**config.mk**
```make
export PLATFORM = sky130hd
export DESIGN_NAME = mem_port_arbiter
export DESIGN_NICKNAME = d
export VERILOG_FILES = /design/src/rtl/mem_port_arbiter.sv
export SDC_FILE = /design/constraint.sdc
export NUM_CORES = 1
export LEC_CHECK = 0
export CORE_MARGIN = 4
export CORE_UTILIZATION = 34
export CTS_BUF_LIST = sky130_fd_sc_hd__clkbuf_8 sky130_fd_sc_hd__clkbuf_16
export DETAILED_ROUTE_END_ITERATION = 8
export PLACE_DENSITY = 0.69
export SLEW_MARGIN = 20
export SYNTH_ARGS = -nofsm -noshare
export SYNTH_HDL_FRONTEND = slang
export SYNTH_SLANG_ARGS = --single-unit
export TNS_END_PERCENT = 30
```
**constraint.sdc**
```tcl
create_clock -name clk -period 4.4 [get_ports clk]
set_clock_uncertainty 0.2 [all_clocks]
set_input_delay 0.88 -clock clk [delete_from_list [all_inputs] [get_ports clk]]
set_output_delay 0.88 -clock clk [all_outputs]
set_load 0.005 [all_outputs]
```
**src/rtl/mem_port_arbiter.sv**
```systemverilog
// Arbiter for the unified memory port shared by fetch and memory stages.
// Optional response timeout is compiled in with `define ARB_TIMEOUT_EN.
module mem_port_arbiter #(
    parameter int AW             = 32,
    parameter int DW             = 32,
    parameter int MAX_DATA_BURST = 4,
    parameter int TIMEOUT        = 15
) (
    input  logic          clk,
    input  logic          reset,
    input  logic          ireq,
    input  logic [AW-1:0] iaddr,
    output logic [DW-1:0] irdata,
    output logic          istall,
    input  logic          dreq,
    input  logic          dwe,
    input  logic [AW-1:0] daddr,
    input  logic [DW-1:0] dwdata,
    output logic [DW-1:0] drdata,
    output logic          dstall,
    output logic          mem_valid,
    output logic          mem_we,
    output logic [AW-1:0] mem_addr,
    output logic [DW-1:0] mem_wdata,
    input  logic [DW-1:0] mem_rdata,
    input  logic          mem_ready,
    output logic          err
);

    localparam logic [1:0] IDLE   = 2'd0;
    localparam logic [1:0] BUSY_I = 2'd1;
    localparam logic [1:0] BUSY_D = 2'd2;
    localparam logic [2:0] BURST_MAX = 3'(MAX_DATA_BURST);

    logic [1:0]    state_r;
    logic [1:0]    state_nxt_s;
    logic [2:0]    burst_r;
    logic          mem_valid_r;
    logic          mem_we_r;
    logic [AW-1:0] mem_addr_r;
    logic [DW-1:0] mem_wdata_r;
    logic [DW-1:0] irdata_r;
    logic [DW-1:0] drdata_r;
    logic          grant_d_s;
    logic          grant_i_s;
    logic          busy_s;
    logic          timeout_s;
    logic          done_i_s;
    logic          done_d_s;
    logic [DW-1:0] rdata_s;

    // Data wins unless fetch is waiting and the data burst budget is spent.
    assign grant_d_s = (state_r == IDLE) && dreq && (!ireq || (burst_r < BURST_MAX));
    assign grant_i_s = (state_r == IDLE) && !grant_d_s && ireq;
    assign busy_s    = (state_r == BUSY_I) || (state_r == BUSY_D);
    assign done_i_s  = (state_r == BUSY_I) && (mem_ready || timeout_s);
    assign done_d_s  = (state_r == BUSY_D) && (mem_ready || timeout_s);
    assign rdata_s   = timeout_s ? {DW{1'b0}} : mem_rdata;

`ifdef ARB_TIMEOUT_EN
    localparam logic [7:0] TIMEOUT_LAST = 8'(TIMEOUT - 1);
    logic [7:0] timer_r;
    logic       err_r;

    assign timeout_s = busy_s && !mem_ready && (timer_r == TIMEOUT_LAST);
    assign err       = err_r;

    // Wait-cycle timer and sticky timeout flag.
    always_ff @(posedge clk or negedge reset) begin
        if (!reset) begin
            timer_r <= 8'd0;
            err_r   <= 1'b0;
        end else begin
            if (grant_d_s || grant_i_s) begin
                timer_r <= 8'd0;
            end else if (busy_s && !mem_ready && !timeout_s) begin
                timer_r <= timer_r + 8'd1;
            end else begin
                timer_r <= timer_r;
            end
            err_r <= err_r | timeout_s;
        end
    end
`else
    localparam int timeout_unused = TIMEOUT;
    assign timeout_s = 1'b0;
    assign err       = 1'b0;
`endif

    // Next-state selection.
    always_comb begin
        state_nxt_s = state_r;
        case (state_r)
            IDLE: begin
                if (grant_d_s) begin
                    state_nxt_s = BUSY_D;
                end else if (grant_i_s) begin
                    state_nxt_s = BUSY_I;
                end else begin
                    state_nxt_s = IDLE;
                end
            end
            BUSY_I: begin
                if (done_i_s) state_nxt_s = IDLE;
                else          state_nxt_s = BUSY_I;
            end
            BUSY_D: begin
                if (done_d_s) state_nxt_s = IDLE;
                else          state_nxt_s = BUSY_D;
            end
            default: state_nxt_s = IDLE;
        endcase
    end

    // State, memory-side request registers, burst counter and read-data copies.
    always_ff @(posedge clk or negedge reset) begin
        if (!reset) begin
            state_r     <= IDLE;
            burst_r     <= 3'd0;
            mem_valid_r <= 1'b0;
            mem_we_r    <= 1'b0;
            mem_addr_r  <= {AW{1'b0}};
            mem_wdata_r <= {DW{1'b0}};
            irdata_r    <= {DW{1'b0}};
            drdata_r    <= {DW{1'b0}};
        end else begin
            state_r <= state_nxt_s;
            if (grant_d_s) begin
                mem_valid_r <= 1'b1;
                mem_we_r    <= dwe;
                mem_addr_r  <= daddr;
                mem_wdata_r <= dwdata;
                if (ireq && (burst_r < BURST_MAX)) burst_r <= burst_r + 3'd1;
                else if (ireq)                     burst_r <= burst_r;
                else                               burst_r <= 3'd0;
            end else if (grant_i_s) begin
                mem_valid_r <= 1'b1;
                mem_we_r    <= 1'b0;
                mem_addr_r  <= iaddr;
                burst_r     <= 3'd0;
            end else if (done_i_s || done_d_s) begin
                mem_valid_r <= 1'b0;
            end else begin
                mem_valid_r <= mem_valid_r;
            end
            if (done_i_s)                  irdata_r <= rdata_s;
            if (done_d_s && !mem_we_r)     drdata_r <= rdata_s;
        end
    end

    assign mem_valid = mem_valid_r;
    assign mem_we    = mem_we_r;
    assign mem_addr  = mem_addr_r;
    assign mem_wdata = mem_wdata_r;
    assign istall    = ireq & ~done_i_s;
    assign dstall    = dreq & ~done_d_s;
    assign irdata    = done_i_s ? rdata_s : irdata_r;
    assign drdata    = (done_d_s && !mem_we_r) ? rdata_s : drdata_r;

endmodule

```
==> results of run 1 <==
logic make-up after synthesis:
| logic type | Yosys count |
|---|---|
| multiplexers | 161 |
| flip-flops | 135 |
| buffers and inverters | 19 |
| AND/OR/NAND/NOR | 17 |
| AO/OA/AOI/OAI | 9 |
| adder cells (fa/ha/maj) | 1 |
| other | 1 |
area by class of cell:
| type | instances | area, um^2 |
|---|---|---|
| clock buffers | 19 | 453 |
| clock inverters | 12 | 129 |
| fillers | 1316 | 6950 |
| inverters | 1 | 3.75 |
| multi-input cells | 189 | 2090 |
| flip-flops and latches | 135 | 3380 |
| well taps | 216 | 270 |
| repair buffers | 271 | 2730 |
final timing paths:
path	from	end	slack [ns]	cells past startpoint
setup / recovery	mem_ready	drdata[14]	0.54	6
max in group asynchronous	reset	irdata_r[15]	2.86	2
setup reg to reg	state_r[1]	mem_addr[5]	2.10	4
hold reg to reg	drdata_r[13]	drdata_r[13]	0.29	1
hold / removal	drdata_r[13]	drdata_r[13]	0.29	1
min in group asynchronous	reset	drdata_r[11]	0.41	1
metal layers:
layer | GRT usage | vias up | part of all wire
met5 | 0 | - | 0
met4 | 0.0677 | 0 | 0.021
met3 | 0.0722 | 24 | 0.10
met2 | 0.271 | 166 | 0.51
met1 | 0.183 | 1885 | 0.37
li1 | - | 1769 | -
through the flow:
step	util	setup WS [ns]	std cells	total power, uW
after detailed placement	0.529	0.545	812	4790
after global placement	0.529	0.570	812	4720
after floorplan	-	1.57	343	3160
final	0.566	0.541	843	6130
after CTS	0.566	0.515	843	6230
after global routing	0.566	0.404	843	6520
cell usage in the layout, fill, tap and decap left out:
master / instances
and2_1: 2
inv_6: 1
nor3b_4: 1
nand2b_1: 3
nand2_1: 1
a32o_1: 2
clkinvlp_4: 2
mux2_1: 8
inv_1: 2
conb_1: 1
buf_4: 4
clkinv_4: 3
nand3b_1: 3
o21ai_0: 3
a22o_1: 1
a21oi_1: 1
buf_12: 2
ha_1: 1
clkinv_2: 3
bufinv_16: 2
mux2_4: 20
a21boi_0: 1
nand3_4: 1
nor2_2: 1
o31ai_1: 1
nor2_1: 2
clkbuf_8: 3
clkbuf_16: 17
mux2_2: 133
clkdlybuf4s50_1: 264
nor2b_1: 3
dfrtp_1: 135
state kept, by name (all words and copies together) (netlist names):
register   flops
mem_wdata     32
burst_r        3
state_r        2
mem_addr      32
mem_valid      1
irdata_r      32
drdata_r      32
mem_we         1
power groups by stage:
stage,Sequential [uW],Clock (uW),Combinational [uW]
final,2080,1390,2660
after global routing,2160,1490,2870
after CTS,2090,1430,2710
after detailed placement,2100,0,2690
after global placement,2080,0,2640
after floorplan,2080,0,1080
==> results.sh, run 1 <==
export IMPL_hold_viol=0
export IMPL_diodes=0
export IMPL_cp_cell_sequence="clkdlybuf4s50_1 > nand3b_1 > nor2_2 > buf_12 > mux2_2 > clkdlybuf4s50_1"
export IMPL_synthCells=343
export IMPL_tightest_slew_ns=0.921
export IMPL_p_clk_frac=0.227
export IMPL_finalSetupViolCount=0
export IMPL_die_area_mm2=0.0186
export IMPL_synth_top_family_by_area="multiplexers"
export IMPL_yosysSeqAreaShare=0.604
export IMPL_critPathKind="input pin to primary output"
export IMPL_clk_latency_ns=0.41
export IMPL_synth_simple_gate_area_share=0.0188
export IMPL_post_synth_num_cell_types=24
export IMPL_rsz0062_at_grt="no"
export IMPL_netlist_area_mm2=0.00559
export IMPL_synthTopCellsByArea="dfrtp_1, mux2_2, mux2_4"
export IMPL_place_congestion=0.746
export IMPL_crit_slowest_cell="clkdlybuf4s50_1"
export IMPL_synthMuxAreaShare=0.338
export IMPL_finalCritPeriodShare=0.877
export IMPL_syn_nets=478
export IMPL_cts_tree="yes"
export IMPL_postCtsHoldBufs=0
export IMPL_clk_path_buf_depth=2
export IMPL_cp_max_fo=32
export IMPL_status="finished, final reports clean"
export IMPL_vias_per_cell=4.56
export IMPL_io_pins=267
export IMPL_path_buf_inv=3
export IMPL_fp_dieW_um=136
export IMPL_drive_above_1_share=0.308
export IMPL_drt_iter0_drc=93
export IMPL_synth_compound_area_frac=0.0114
export IMPL_finalNetCount=750
export IMPL_synth_edf_count=0
export IMPL_setup_tns_ns=0
export IMPL_synth_top_area_share=0.604
export IMPL_cts_root_buf="clkbuf_16"
export IMPL_dpl_hpwl_um=10900
export IMPL_syn_area_per_cell_um2=16.3
export IMPL_min_period_ns=3.86
export IMPL_firstDrtPassIters=4
export IMPL_grt_max_degree=116
export IMPL_worstHoldPathType="flop to flop"
export IMPL_relSlewSlack=0.386
export IMPL_required_ns=3.32
export IMPL_cp_end_kind="primary output"
export IMPL_p_switching_uw=1610
export IMPL_drtAntennaViolNets=0
export IMPL_yosysTopAreaCell="dfrtp_1"
export IMPL_ys_top_cells_by_count="dfrtp_1, mux2_2, mux2_4"
export IMPL_final_max_slew_violation_count=0
export IMPL_ctsResizeCount=0
export IMPL_async_flop_share=1.00
export IMPL_path_common_cell="clkdlybuf4s50_1"
export IMPL_start_util=0.350
export IMPL_wire_per_inst_um=17.7
export IMPL_final_cell_area_mm2=0.00905
export IMPL_wl_um=15000
export IMPL_vias=3844
export IMPL_cts_buffers=17
export IMPL_power_density_mw_per_mm2=677
export IMPL_grt_ovfl_total=0
export IMPL_internal_power_uw=4520
export IMPL_yosys_warnings=0
export IMPL_p_leak_uw=0.00377
export IMPL_coreArea_mm2=0.0160
export IMPL_core_rowCount=46
export IMPL_antenna_found_initial=0
export IMPL_worst_ep_arrival_time_ns=2.78
export IMPL_synth_most_common_cell="dfrtp_1"
export IMPL_postPlaceCellArea_mm2=0.00847
export IMPL_crit_path_start_kind="input pin"
export IMPL_area_growth_pct=61.9
export IMPL_drc=0
export IMPL_fmax_ghz=0.259
export IMPL_fin_hold_ws_ns=0.294
export IMPL_pwr_share_seq=0.339
export IMPL_cts_sinks=135
export IMPL_cap_viol_max_count=0
export IMPL_io_buffers=265
export IMPL_grt_total_usage=0.163
export IMPL_critPathTopFamily="buffers and inverters"
export IMPL_max_stage_delay_ns=0.53
export IMPL_clk_pin_slew_worst_paths_ns=0.06
export IMPL_cts_setup_buffers=0
export IMPL_synth_ff_type="dfrtp_1"
export IMPL_combPwrFrac=0.434
export IMPL_p_sw_frac=0.262
export IMPL_grt_pass1_vias=4383
export IMPL_grt_pass1_wl_um=23500
export IMPL_ys_seq_elements=135
export IMPL_synthXorXnorAreaFrac=0
export IMPL_cts_htree_levels=4
export IMPL_synth_fa_ha_area_frac=0.00224
export IMPL_die_h_um=136
export IMPL_peakVddDrop_mv=0.359
(Power assumes the default switching activity.)
==> inputs of run 2 (changes only) <==
--- a/config.mk
+++ b/config.mk
@@ -9,6 +9,8 @@
 export CORE_UTILIZATION = 34
 export CTS_BUF_LIST = sky130_fd_sc_hd__clkbuf_8 sky130_fd_sc_hd__clkbuf_16
 export DETAILED_ROUTE_END_ITERATION = 8
+export HOLD_SLACK_MARGIN = 0.1
+export MAX_ROUTING_LAYER = met4
 export PLACE_DENSITY = 0.69
 export SLEW_MARGIN = 20
 export SYNTH_ARGS = -nofsm -noshare
==> run 2 against run 1 <==
  * Worst hold slack about the same
  * Routed wire length decreased by 0.20%
  * Flip-flop and latch count stayed put
  * Maximum frequency about the same
  * Highest routed layer unchanged
  * Global-route usage increased by 0.52 points
  * Critical path type unchanged
==> results.sh, run 2 (same netlist as run 1, synthesis figures left out) <==
export IMPL_crit_path_start_kind="input pin"
export IMPL_drive_above_1_share=0.308
export IMPL_drtAntennaViolNets=0
export IMPL_grt_ovfl_total=0
export IMPL_top_usage_layer="met2"
export IMPL_fillers=1316
export IMPL_cts_sinks=135
export IMPL_power_density_mw_per_mm2=677
export IMPL_required_ns=3.32
export IMPL_tightest_slew_ns=0.937
export IMPL_use_met2=0.271
export IMPL_ctsResizeCount=0
export IMPL_wl_um=14900
export IMPL_clk_path_buf_depth=2
export IMPL_finalCritPeriodShare=0.878
export IMPL_postCtsHoldBufs=0
export IMPL_finalSetupViolCount=0
export IMPL_crit_slowest_cell="clkdlybuf4s50_1"
export IMPL_rrSetupSlack_ns=2.11
export IMPL_vias_per_cell=4.56
export IMPL_place_congestion=0.760
export IMPL_critPathKind="input pin to primary output"
export IMPL_vias=3844
export IMPL_cts_root_buf="clkbuf_16"
export IMPL_use_met1=0.189
export IMPL_finalNetCount=750
export IMPL_regArea_mm2=0.00338
export IMPL_cts_tree="yes"
export IMPL_peakVddDrop_mv=0.359
export IMPL_io_pins=267
export IMPL_grt_pass1_wl_um=23400
export IMPL_cts_htree_levels=4
export IMPL_clk_pin_slew_worst_paths_ns=0.06
export IMPL_die_h_um=136
export IMPL_final_max_slew_violation_count=0
export IMPL_antenna_found_initial=0
export IMPL_dpl_hpwl_um=10900
export IMPL_drc=0
export IMPL_coreArea_mm2=0.0160
export IMPL_postPlaceCellArea_mm2=0.00847
export IMPL_multi_input_area_mm2=0.00209
export IMPL_max_stage_delay_ns=0.53
export IMPL_relSlewSlack=0.376
export IMPL_firstDrtPassIters=4
export IMPL_diodes=0
export IMPL_die_area_mm2=0.0186
export IMPL_grt_max_degree=116
export IMPL_cts_buffers=17
export IMPL_grt_use_met3=0.0644
export IMPL_setup_tns_ns=0
export IMPL_cap_viol_max_count=0
export IMPL_status="finished, final reports clean"
export IMPL_final_cell_area_mm2=0.00905
export IMPL_fp_dieW_um=136
export IMPL_io_buffers=265
export IMPL_total_power_uw=6130
export IMPL_layout_common_cells="clkdlybuf4s50_1, dfrtp_1, mux2_2"
export IMPL_path_common_cell="clkdlybuf4s50_1"
export IMPL_p_leak_uw=0.00377
export IMPL_setup_slack_ns=0.538
export IMPL_worstHoldPathType="flop to flop"
export IMPL_hold_viol=0
export IMPL_rsz0062_at_grt="no"
export IMPL_cp_max_fo=32
export IMPL_start_util=0.350
export IMPL_clk_latency_ns=0.40
export IMPL_cp_cell_sequence="clkdlybuf4s50_1 > nand3b_1 > nor2_2 > buf_12 > mux2_2 > clkdlybuf4s50_1"
export IMPL_grt_total_usage=0.168
export IMPL_final_common_cell="clkdlybuf4s50_1"
export IMPL_cp_end_kind="primary output"
export IMPL_fmax_ghz=0.259
export IMPL_grt_pass1_vias=4400
export IMPL_area_growth_pct=61.9
export IMPL_drt_iter0_drc=118
export IMPL_cts_setup_buffers=0
export IMPL_wire_per_inst_um=17.7
export IMPL_min_period_ns=3.86
export IMPL_place_ws_ns=0.545
export IMPL_worst_ep_arrival_time_ns=2.78
export IMPL_core_rowCount=46
export IMPL_final_util=0.566
run 2: power by group:
part / switching, uW / internal [uW]
clock network: 524 / 860
registers: 238 / 1840
logic: 842 / 1820
total: 1600 / 4520
run 2: worst paths after layout:
path,depth (start not counted),end,from
setup / recovery,6,drdata[14],mem_ready
hold / removal,1,drdata_r[13],drdata_r[13]
setup reg to reg,4,mem_addr[5],state_r[1]
hold reg to reg,1,drdata_r[13],drdata_r[13]
max in group asynchronous,2,irdata_r[15],reset
min in group asynchronous,1,drdata_r[10],reset
run 2: metrics by stage:
step / cells / hold slack [ns]
after floorplan: 343 / 0.285
after global placement: 812 / 0.280
after detailed placement: 812 / 0.282
after CTS: 843 / 0.296
after global routing: 843 / 0.309
final: 843 / 0.294
run 2: area by class of cell:
| type | instances | area share |
|---|---|---|
| sequential | 135 | 0.373 |
| timing repair buffer | 271 | 0.301 |
| multi-input combinational | 189 | 0.231 |
| clock buffer | 19 | 0.0500 |
| tap | 216 | 0.0298 |
| clock inverter | 12 | 0.0142 |
| inverter | 1 | 0.000415 |
run 2: critical path: cells and delay by family:
family	cells	cell delay [ns]
muxes	1	0.37
buffers and inverters	3	1.22
and+or+nand+nor	2	0.29
run 2: per-layer routing:
metal	vias up	wire (um)	share of wire
li1	1770	-	-
met1	1883	5670	0.38
met2	166	7560	0.51
met3	25	1360	0.091
met4	0	333	0.022
met5	-	0	0
